$ cat config.mk
export PLATFORM = sky130hd
export DESIGN_NAME = bullet_pool
export DESIGN_NICKNAME = d
export VERILOG_FILES = /design/src/rtl/bullet_pool.sv
export SDC_FILE = /design/constraint.sdc
export NUM_CORES = 1
export LEC_CHECK = 0
export CAP_MARGIN = 20
export CORE_MARGIN = 5
export CORE_UTILIZATION = 55
export CTS_BUF_LIST = sky130_fd_sc_hd__clkbuf_2 sky130_fd_sc_hd__clkbuf_4 sky130_fd_sc_hd__clkbuf_8
export CTS_CLUSTER_DIAMETER = 150
export CTS_CLUSTER_SIZE = 12
export DETAILED_ROUTE_END_ITERATION = 10
export PLACE_DENSITY = 0.82
export SYNTH_ARGS = -nofsm -noshare
export SYNTH_HDL_FRONTEND = slang
export SYNTH_SLANG_ARGS = --single-unit
$ cat constraint.sdc
create_clock -name clk -period 9.3 [get_ports clk]
set_input_delay 1.86 -clock clk [delete_from_list [all_inputs] [get_ports clk]]
set_output_delay 1.86 -clock clk [all_outputs]
set_load 0.005 [all_outputs]
$ cat src/rtl/bullet_pool.sv
// rtl/bullet_pool.sv - multi-slot projectile manager with cooldown, hit detection and despawn
module bullet_pool #(
    parameter int NUM_BULLETS = 4,
    parameter int DIR         = 0,
    parameter int STEP_X      = 8,
    parameter int COOLDOWN    = 16,
    parameter int MAP_X       = 320,
    parameter int PLAYER_X    = 16,
    parameter int PLAYER_Y    = 32,
    parameter int SQUAT_Y     = 16,
    parameter int BULLET_X    = 4,
    parameter int BULLET_Y    = 4
) (
    input  logic                             clk,
    input  logic                             rst,
    input  logic                             tick,
    input  logic                             fire,
    input  logic                             block,
    input  logic signed [10:0]               xShooter,
    input  logic signed [9:0]                yShooter,
    input  logic signed [10:0]               xTarget,
    input  logic signed [9:0]                yTarget,
    input  logic                             targetSquat,
    output logic [NUM_BULLETS*11-1:0]        bx,
    output logic [NUM_BULLETS*10-1:0]        by,
    output logic [NUM_BULLETS-1:0]           alive,
    output logic                             hit,
    output logic [$clog2(NUM_BULLETS+1)-1:0] hit_count,
    output logic                             cooling
);

    localparam int CW  = $clog2(NUM_BULLETS + 1);
    localparam int IW  = (NUM_BULLETS > 1) ? $clog2(NUM_BULLETS) : 1;
    localparam int CDW = (COOLDOWN > 0) ? $clog2(COOLDOWN + 1) : 1;

    // Geometry constants, all in the 13-bit signed compare domain
    localparam logic signed [12:0] STEP     = 13'(STEP_X);
    localparam logic signed [12:0] HIT_X    = 13'(PLAYER_X + BULLET_X);
    localparam logic signed [12:0] HIT_Y_ST = 13'(PLAYER_Y + BULLET_Y);
    localparam logic signed [12:0] HIT_Y_SQ = 13'(SQUAT_Y + BULLET_Y);
    localparam logic signed [12:0] X_MIN    = 13'(BULLET_X - MAP_X);
    localparam logic signed [12:0] X_MAX    = 13'(MAP_X - BULLET_X);
    localparam logic signed [10:0] SPAWN_OFF = 11'(PLAYER_X + BULLET_X);

    logic signed [10:0] x_r [NUM_BULLETS];
    logic signed [9:0]  y_r [NUM_BULLETS];
    logic [NUM_BULLETS-1:0] alive_r;
    logic [CDW-1:0]         cd_r;
    logic                   hit_r;
    logic [CW-1:0]          hit_cnt_r;

    logic signed [12:0] x_next [NUM_BULLETS];
    logic signed [12:0] dx     [NUM_BULLETS];
    logic signed [12:0] dy     [NUM_BULLETS];
    logic signed [12:0] adx    [NUM_BULLETS];
    logic signed [12:0] ady    [NUM_BULLETS];
    logic signed [12:0] hy;
    logic [NUM_BULLETS-1:0] hit_v;
    logic [NUM_BULLETS-1:0] out_v;
    logic [CW-1:0]          hits_n;
    logic [IW-1:0]          spawn_idx;
    logic                   free_found;
    logic                   spawn_en;
    logic signed [10:0]     spawn_x;

    // Per-slot movement, hit window and off-map tests; hit wins over despawn
    always_comb begin
        hy    = targetSquat ? HIT_Y_SQ : HIT_Y_ST;
        hit_v = '0;
        out_v = '0;
        for (int i = 0; i < NUM_BULLETS; i++) begin
            if (DIR != 0) begin
                x_next[i] = {{2{x_r[i][10]}}, x_r[i]} + STEP;
            end else begin
                x_next[i] = {{2{x_r[i][10]}}, x_r[i]} - STEP;
            end
            dx[i]  = x_next[i] - {{2{xTarget[10]}}, xTarget};
            dy[i]  = {{3{y_r[i][9]}}, y_r[i]} - {{3{yTarget[9]}}, yTarget};
            adx[i] = dx[i][12] ? -dx[i] : dx[i];
            ady[i] = dy[i][12] ? -dy[i] : dy[i];
            hit_v[i] = alive_r[i] && (adx[i] < HIT_X) && (ady[i] < hy);
            if (DIR != 0) begin
                out_v[i] = alive_r[i] && !hit_v[i] && (x_next[i] > X_MAX);
            end else begin
                out_v[i] = alive_r[i] && !hit_v[i] && (x_next[i] < X_MIN);
            end
        end
    end

    // Number of slots that hit on this tick
    always_comb begin
        hits_n = '0;
        for (int i = 0; i < NUM_BULLETS; i++) begin
            hits_n = hits_n + CW'(hit_v[i]);
        end
    end

    // Lowest free slot, judged on occupancy before this tick's frees
    always_comb begin
        free_found = 1'b0;
        spawn_idx  = '0;
        for (int i = 0; i < NUM_BULLETS; i++) begin
            if (!alive_r[i] && !free_found) begin
                spawn_idx  = IW'(i);
                free_found = 1'b1;
            end
        end
        spawn_en = fire && !block && (cd_r == '0) && free_found;
        spawn_x  = (DIR != 0) ? (xShooter + SPAWN_OFF) : (xShooter - SPAWN_OFF);
    end

    // Slot state, cooldown and hit pulse; everything advances only on tick
    always_ff @(posedge clk or posedge rst) begin
        if (rst) begin
            for (int i = 0; i < NUM_BULLETS; i++) begin
                x_r[i] <= '0;
                y_r[i] <= '0;
            end
            alive_r   <= '0;
            cd_r      <= '0;
            hit_r     <= 1'b0;
            hit_cnt_r <= '0;
        end else if (tick) begin
            for (int i = 0; i < NUM_BULLETS; i++) begin
                if (spawn_en && (spawn_idx == IW'(i))) begin
                    x_r[i]     <= spawn_x;
                    y_r[i]     <= yShooter;
                    alive_r[i] <= 1'b1;
                end else if (alive_r[i]) begin
                    if (hit_v[i] || out_v[i]) begin
                        alive_r[i] <= 1'b0;
                    end else begin
                        x_r[i] <= x_next[i][10:0];
                    end
                end
            end
            if (spawn_en) begin
                cd_r <= CDW'(COOLDOWN);
            end else if (cd_r != '0) begin
                cd_r <= cd_r - CDW'(1);
            end
            hit_r     <= (hits_n != '0);
            hit_cnt_r <= hits_n;
        end else begin
            hit_r     <= 1'b0;
            hit_cnt_r <= '0;
        end
    end

    genvar g;
    generate
        for (g = 0; g < NUM_BULLETS; g++) begin : g_pack
            assign bx[11*g +: 11] = x_r[g];
            assign by[10*g +: 10] = y_r[g];
        end
    endgenerate

    assign alive     = alive_r;
    assign hit       = hit_r;
    assign hit_count = hit_cnt_r;
    assign cooling   = (cd_r != '0);

endmodule

== After elaboration in Yosys (flattened, before gate mapping) ==
Index checks and enable logic that the tools add are counted.

* Flip-flop bits (word level): 97
* Input bits: 48
* Output and inout port bits: 93
* Logic and storage cells: 158

* $add $sub $neg: 25
* Magnitude comparators: 12
* Equal/unequal tests: 7
* Multiplexer cells: 44
* Reduce and logical (&&, ||, !) cells: 58

{| class="wikitable"
|+ Operators by type and width
! cell !! number
|-
| 2-to-1 mux 11 bit || 12
|-
| 2-to-1 mux 13 bit || 8
|-
| < comparator 13 x 6 -> 1 bit (second input constant) || 4
|-
| < comparator 13 x 7 -> 1 bit || 4
|-
| negator 11 -> 13 bit || 4
|-
| negator 13 bit || 4
|-
| subtractor 12 x 11 -> 13 bit || 4
|-
| < comparator 12 x 10 -> 1 bit (second input constant) || 4
|-
| subtractor 11 x 5 -> 12 bit (second input constant) || 4
|-
| subtractor 10 x 10 -> 11 bit || 4
|-
| logical AND 1 bit || 26
|-
| 2-to-1 mux 1 bit || 18
|-
| AND reduction 3 bit || 4
|-
| subtractor 11 x 6 -> 11 bit (second input constant) || 1
|-
| logical NOT 1 bit || 10
|-
| 2-to-1 mux 5 bit || 2
|-
| AND reduction 2 bit || 5
|-
| nonzero test 2 bit || 5
|-
| != test 2 bit (second input constant) || 4
|-
| 2-to-1 mux 6 bit || 1
|-
| logical NOT 5 bit || 1
|-
| nonzero test 5 bit || 1
|-
| subtractor 5 x 1 -> 5 bit (second input constant) || 1
|-
| == test 2 bit (second input constant) || 2
|-
| 9 further kinds || 13
|}

== Depth between registers and ports, before layout ==
* Depth after elaboration: 14
* Mapped depth: 21
* Gate-level depth less buffers: 21

== Worst setup path after synthesis ==
OpenSTA, ideal clock, no wires.

* Path kind: input -> register
* Start point: in yTarget[0]
* End point: reg hit_r (netlist: hit)
* Setup time: 0.131 ns
* Arrival: 5.921 ns
* Required time: 9.169 ns
* Slack: 3.248 ns
* Stages on the path: 20
* Path buffers: 0
* Cell sequence: ha_1 -> fa_1 -> nor2b_1 -> o31a_1 -> o31ai_1 -> a31oi_1 -> nor2_1 -> xnor2_1 -> ha_1 -> nand2_1 -> nor3_1 -> mux2i_1 -> and3_1 -> o2111ai_1 -> inv_1 -> fa_1 -> ha_1 -> ha_1 -> and2_1 -> or3_1

* Cells in the longest elaborated chain, start to end: 10
* Elaborated cells between the ends (all ways): 25
* Classes of those cells: 11 x add/sub; 4 x order compare; 5 x mux; 5 x reduce/logical

{| class="wikitable"
|+ Ends and longest elaborated chain
! item !! RTL line !! source
|-
| from (decl) || 22 || <nowiki>input logic signed [9:0] yTarget,</nowiki>
|-
| subtractor 10 x 10 -> 11 bit || 78 || <nowiki>dy[i] = {{3{y_r[i][9]}}, y_r[i]} - {{3{yTarget[9]}}, yTarget};</nowiki>
|-
| negator 11 -> 13 bit || 80 || <nowiki>ady[i] = dy[i][12] ? -dy[i] : dy[i];</nowiki>
|-
| 2-to-1 mux 13 bit || 80 ||
|-
| < comparator 13 x 7 -> 1 bit || 81 || <nowiki>hit_v[i] = alive_r[i] && (adx[i] < HIT_X) && (ady[i] < hy);</nowiki>
|-
| logical AND 1 bit || 81 ||
|-
| adder 1 x 1 -> 2 bit || 94 || <nowiki>hits_n = hits_n + CW'(hit_v[i]);</nowiki>
|-
| adder 2 x 1 -> 3 bit || 94 ||
|-
| adder 3 x 1 -> 3 bit * || 94 ||
|-
| nonzero test 3 bit * || 142 || <nowiki>hit_r <= (hits_n != '0);</nowiki>
|-
| 2-to-1 mux 1 bit * || 123 || <nowiki>end else if (tick) begin</nowiki>
|-
| to (signal assigned) || 142 ||
|-
| to (decl) || 49 || <nowiki>logic hit_r;</nowiki>
|}

Every way passes the cells marked *; elsewhere a longest branch is shown, timed or not.
A chain may end at the register's enable or synchronous reset.

== Worst setup path in the final report ==
Same ends and word-level chain as after synthesis.

==> summary.md <==
| Metric | Value |
|---|---|
| Clock tree skew after final layout | `20.7 ps` |
| Std-Cell Rows | `51` |
| Share of synthesized registers carrying an async set or reset | `100%` |
| Number of top-level pins | `around 140` |
| Post-route cell area | `0.0127 sq mm` |
| Worst hold-check path type | `reg2reg` |
| Arrival time reported for the critical path endpoint | `6980 ps` |
| Synth Area per Inst | `8.28 sq um` |
| Critical Path End Type | `flop` |
| Initial Util | `between 50% and 60%` |
| Hpwl dp | `25900 um` |
| Drt pass-1 iters | `6` |
| WS Path Type | `in2reg` |
| Avg WL per Cell | `19.4 um` |
| Cell depth of the worst flop-to-flop path | `21` |
| Yosys reg bits | `97` |
| Number of nets in the final layout | `roughly 1.6k` |
| Htree depth | `3` |
| Inserted Clock Buffers | `9` |
| Via count normalized by instance count | `6.30` |
| Total grt overflow | `0` |
| Number of distinct library cell variants in the gate-level netlist after synthesis | `98` |
| Worst VDD drop | `about 0.15 mV` |
| Synthesized netlist cell count | `between 1k and 1.5k` |
| Count of final max-slew check failures | `0` |
| Maximum number of pins on one net before global-route repair | `74` |
| Hold-fix buffer count after cts | `0` |
| Final total negative setup slack | `0 ps` |
| Clock tree from TritonCTS | `yes` |
| Die height | `about 150 um` |
| Slew HR | `35.7%` |
| RSZ-0062 raised after global routing | `no` |
| Final Setup Violations | `0` |
| Maximum clock frequency | `149 MHz` |
| Critical Path Start Type | `primary input` |
| Crit path required time | `9580 ps` |
| Crit Path Max Fanout | `5` |
| Highest-count cells in the layout ignoring fill and taps | `clkdlybuf4s50_1 (140), nand2_1 (118), ha_1 (104)` |
| Worst r2r src | `bx[3]$_DFFE_PP0P_` |
| Worst hold path depth | `1` |
| Share of the clock period used by the worst path after layout | `between 70% and 80%` |
| Power per unit of standard cell area | `301 mW/mm^2` |
| Actual transition at the worst max-transition pin | `965 ps` |
| Worst flop-to-flop path endpoint | `hit$_DFF_PP0_` |
| Number of max-capacitance violations reported | `0` |
| HP Start | `cd_r[3]$_DFFE_PP0P_` |
| Die width | `150 um` |
| Outcome | `completed` |
| Routed vias | `10.7k` |
| Number of remaining DRC errors | `0` |
| CTS sink count | `97` |
| Area of the core region | `about 0.019 sq mm` |
| Post-detailed-placement cell area | `about 0.012 sq mm` |
| Post-CTS setup-driven buffer insertion count | `0` |
| Antenna violations before repair | `0` |
| Primary flip-flop cell chosen by synthesis mapping | `dfrtp_1` |
| Leakage component of the power | `between 5 and 6 nW` |
| GRT Overall Usage | `28.9%` |
| Hold Vio Cnt, Final | `0` |
| Netlist area before placement | `0.0108 sq mm` |
| Detailed Route Iter0 Violations | `800` |
| Placer congestion estimate | `0.970` |
| Relative area change from synthesis to final layout | `17.7%` |
| Latest clock arrival within the worst-skew pair | `slightly above 400 ps` |
| Most common cell after layout, fill and taps aside | `clkdlybuf4s50_1` |
| Clk buf depth | `2` |
| Wire length of the first global-routing pass | `51800 um` |
| Number of flops mapped to enable cells by yosys | `0` |
| Fin crit period | `6700 ps` |
| Synthesized Nets | `1463` |
| Fraction of the yosys area taken by sequential cells | `22.5%` |
| Layout cells sized above 1 | `approximately 6.6%` |
| Clk Tree Root Cell | `clkbuf_8` |
| Number of warnings printed during yosys synthesis | `0` |
| Endpoint, Worst Hold | `cd_r[3]$_DFFE_PP0P_` |
| Vias in the first global route | `10.1k` |
| R2R Setup Slk | `3480 ps` |
| Number of antenna cells inserted | `0` |
| Number of buffers inserted by port buffering | `140` |
| Number of gates resized after CTS | `0` |
| Routed wire length | `33000 um` |
| Clock slew seen by the registers of the worst setup and hold paths | `approximately 90 ps` |
| Total Die Area | `0.0225 sq mm` |
| Number of antenna-violating nets in the routed design | `0` |
[final cells by class]
type	instances	area, sq um
inverter	104	393
fill	1682	6700
timing repair buffer	147	1450
sequential	97	2430
multi-input combinational	1075	7870
clock inverter	4	76.3
tap	265	332
clock buffer	11	145
[worst max-delay path: stages]
cell and delay [ps]:
clkdlybuf4s50_1 530, ha_1 300, fa_1 440, nor2b_1 240
o31a_1 200, o31ai_1 90, a31oi_1 390, nor2_1 110
xnor2_1 150, ha_1 300, nand2_1 70, nor3_1 180
mux2i_1 100, and3_1 180, o2111ai_1 230, inv_1 130
fa_1 480, ha_1 210, ha_1 270, and2_1 160
or3_1 360
[metrics by stage]
stage | total power [mW] | hold slack [ps] | setup WS [ps] | instances | util [%]
floorplan | 2.69 | 443 | 3250 | 1302 | -
global placement | 3.37 | 458 | 2350 | 1688 | 64.3
detailed placement | 3.44 | 460 | 2190 | 1688 | 64.3
CTS | 3.79 | 475 | 2600 | 1703 | 65.4
global route | 4.15 | 510 | 2230 | 1703 | 65.4
finish | 3.83 | 472 | 2600 | 1703 | 65.4
[flip-flops by register name, indices dropped and copies added (netlist names)]
| signal | cells |
|---|---|
| bx | 44 |
| hit | 1 |
| hit_count | 3 |
| by | 40 |
| alive | 4 |
| cd_r | 5 |
[metal layers]
metal	GRT usage (%)	share of wire, %	vias up
met5	0	0	-
met4	13.4	4.9	0
met3	6.69	8.3	99
met2	46.6	45	449
met1	36.8	42	5084
li1	-	-	5093
[power breakdown]
| part | switching [mW] | internal (mW) | total, mW |
|---|---|---|---|
| clock network | 0.167 | 0.162 | 0.329 |
| logic | 1.52 | 1.26 | 2.78 |
| registers | 0.173 | 0.547 | 0.720 |
| total | 1.86 | 1.97 | 3.83 |
[synthesized netlist by cell type (16+ instances only)]
master / count / area [sq um]
nand2_1: 118 / 443
ha_1: 104 / 1300
inv_1: 101 / 379
dfrtp_1: 97 / 2430
nor2_1: 93 / 349
o21ai_0: 74 / 370
a21oi_1: 68 / 340
xnor2_1: 54 / 473
nor3_1: 39 / 195
nor2b_1: 29 / 181
nand3_1: 28 / 140
mux2_2: 26 / 293
xor2_1: 26 / 228
clkbuf_1: 22 / 82.6
nand2b_1: 22 / 138
o21a_1: 22 / 165
mux2i_1: 21 / 210
nor4_1: 21 / 131
a21o_1: 18 / 135
a31oi_1: 16 / 100
[cell families after synthesis]
logic type | Yosys count | share of synthesized area (%)
simple gates | 460 | 22.2
flops | 97 | 22.5
mux | 63 | 6.68
fa+ha+maj | 113 | 13.7
xor+xnor | 80 | 6.50
buf+inv | 130 | 4.68
compound gates | 359 | 23.7
[worst max path at each step]
stage	startpoint	to	slack (ps)	depth (start not counted)
after detailed placement	xTarget[1]	hit$_DFF_PP0_	2190	17
after CTS	xTarget[1]	hit$_DFF_PP0_	2600	17
after floorplan	yTarget[0]	hit$_DFF_PP0_	3250	20
after global placement	xTarget[1]	hit$_DFF_PP0_	2350	17
after global routing	yTarget[0]	hit$_DFF_PP0_	2230	21
final	yTarget[0]	hit$_DFF_PP0_	2600	21
No activity file was read; power rests on OpenSTA's default activity.
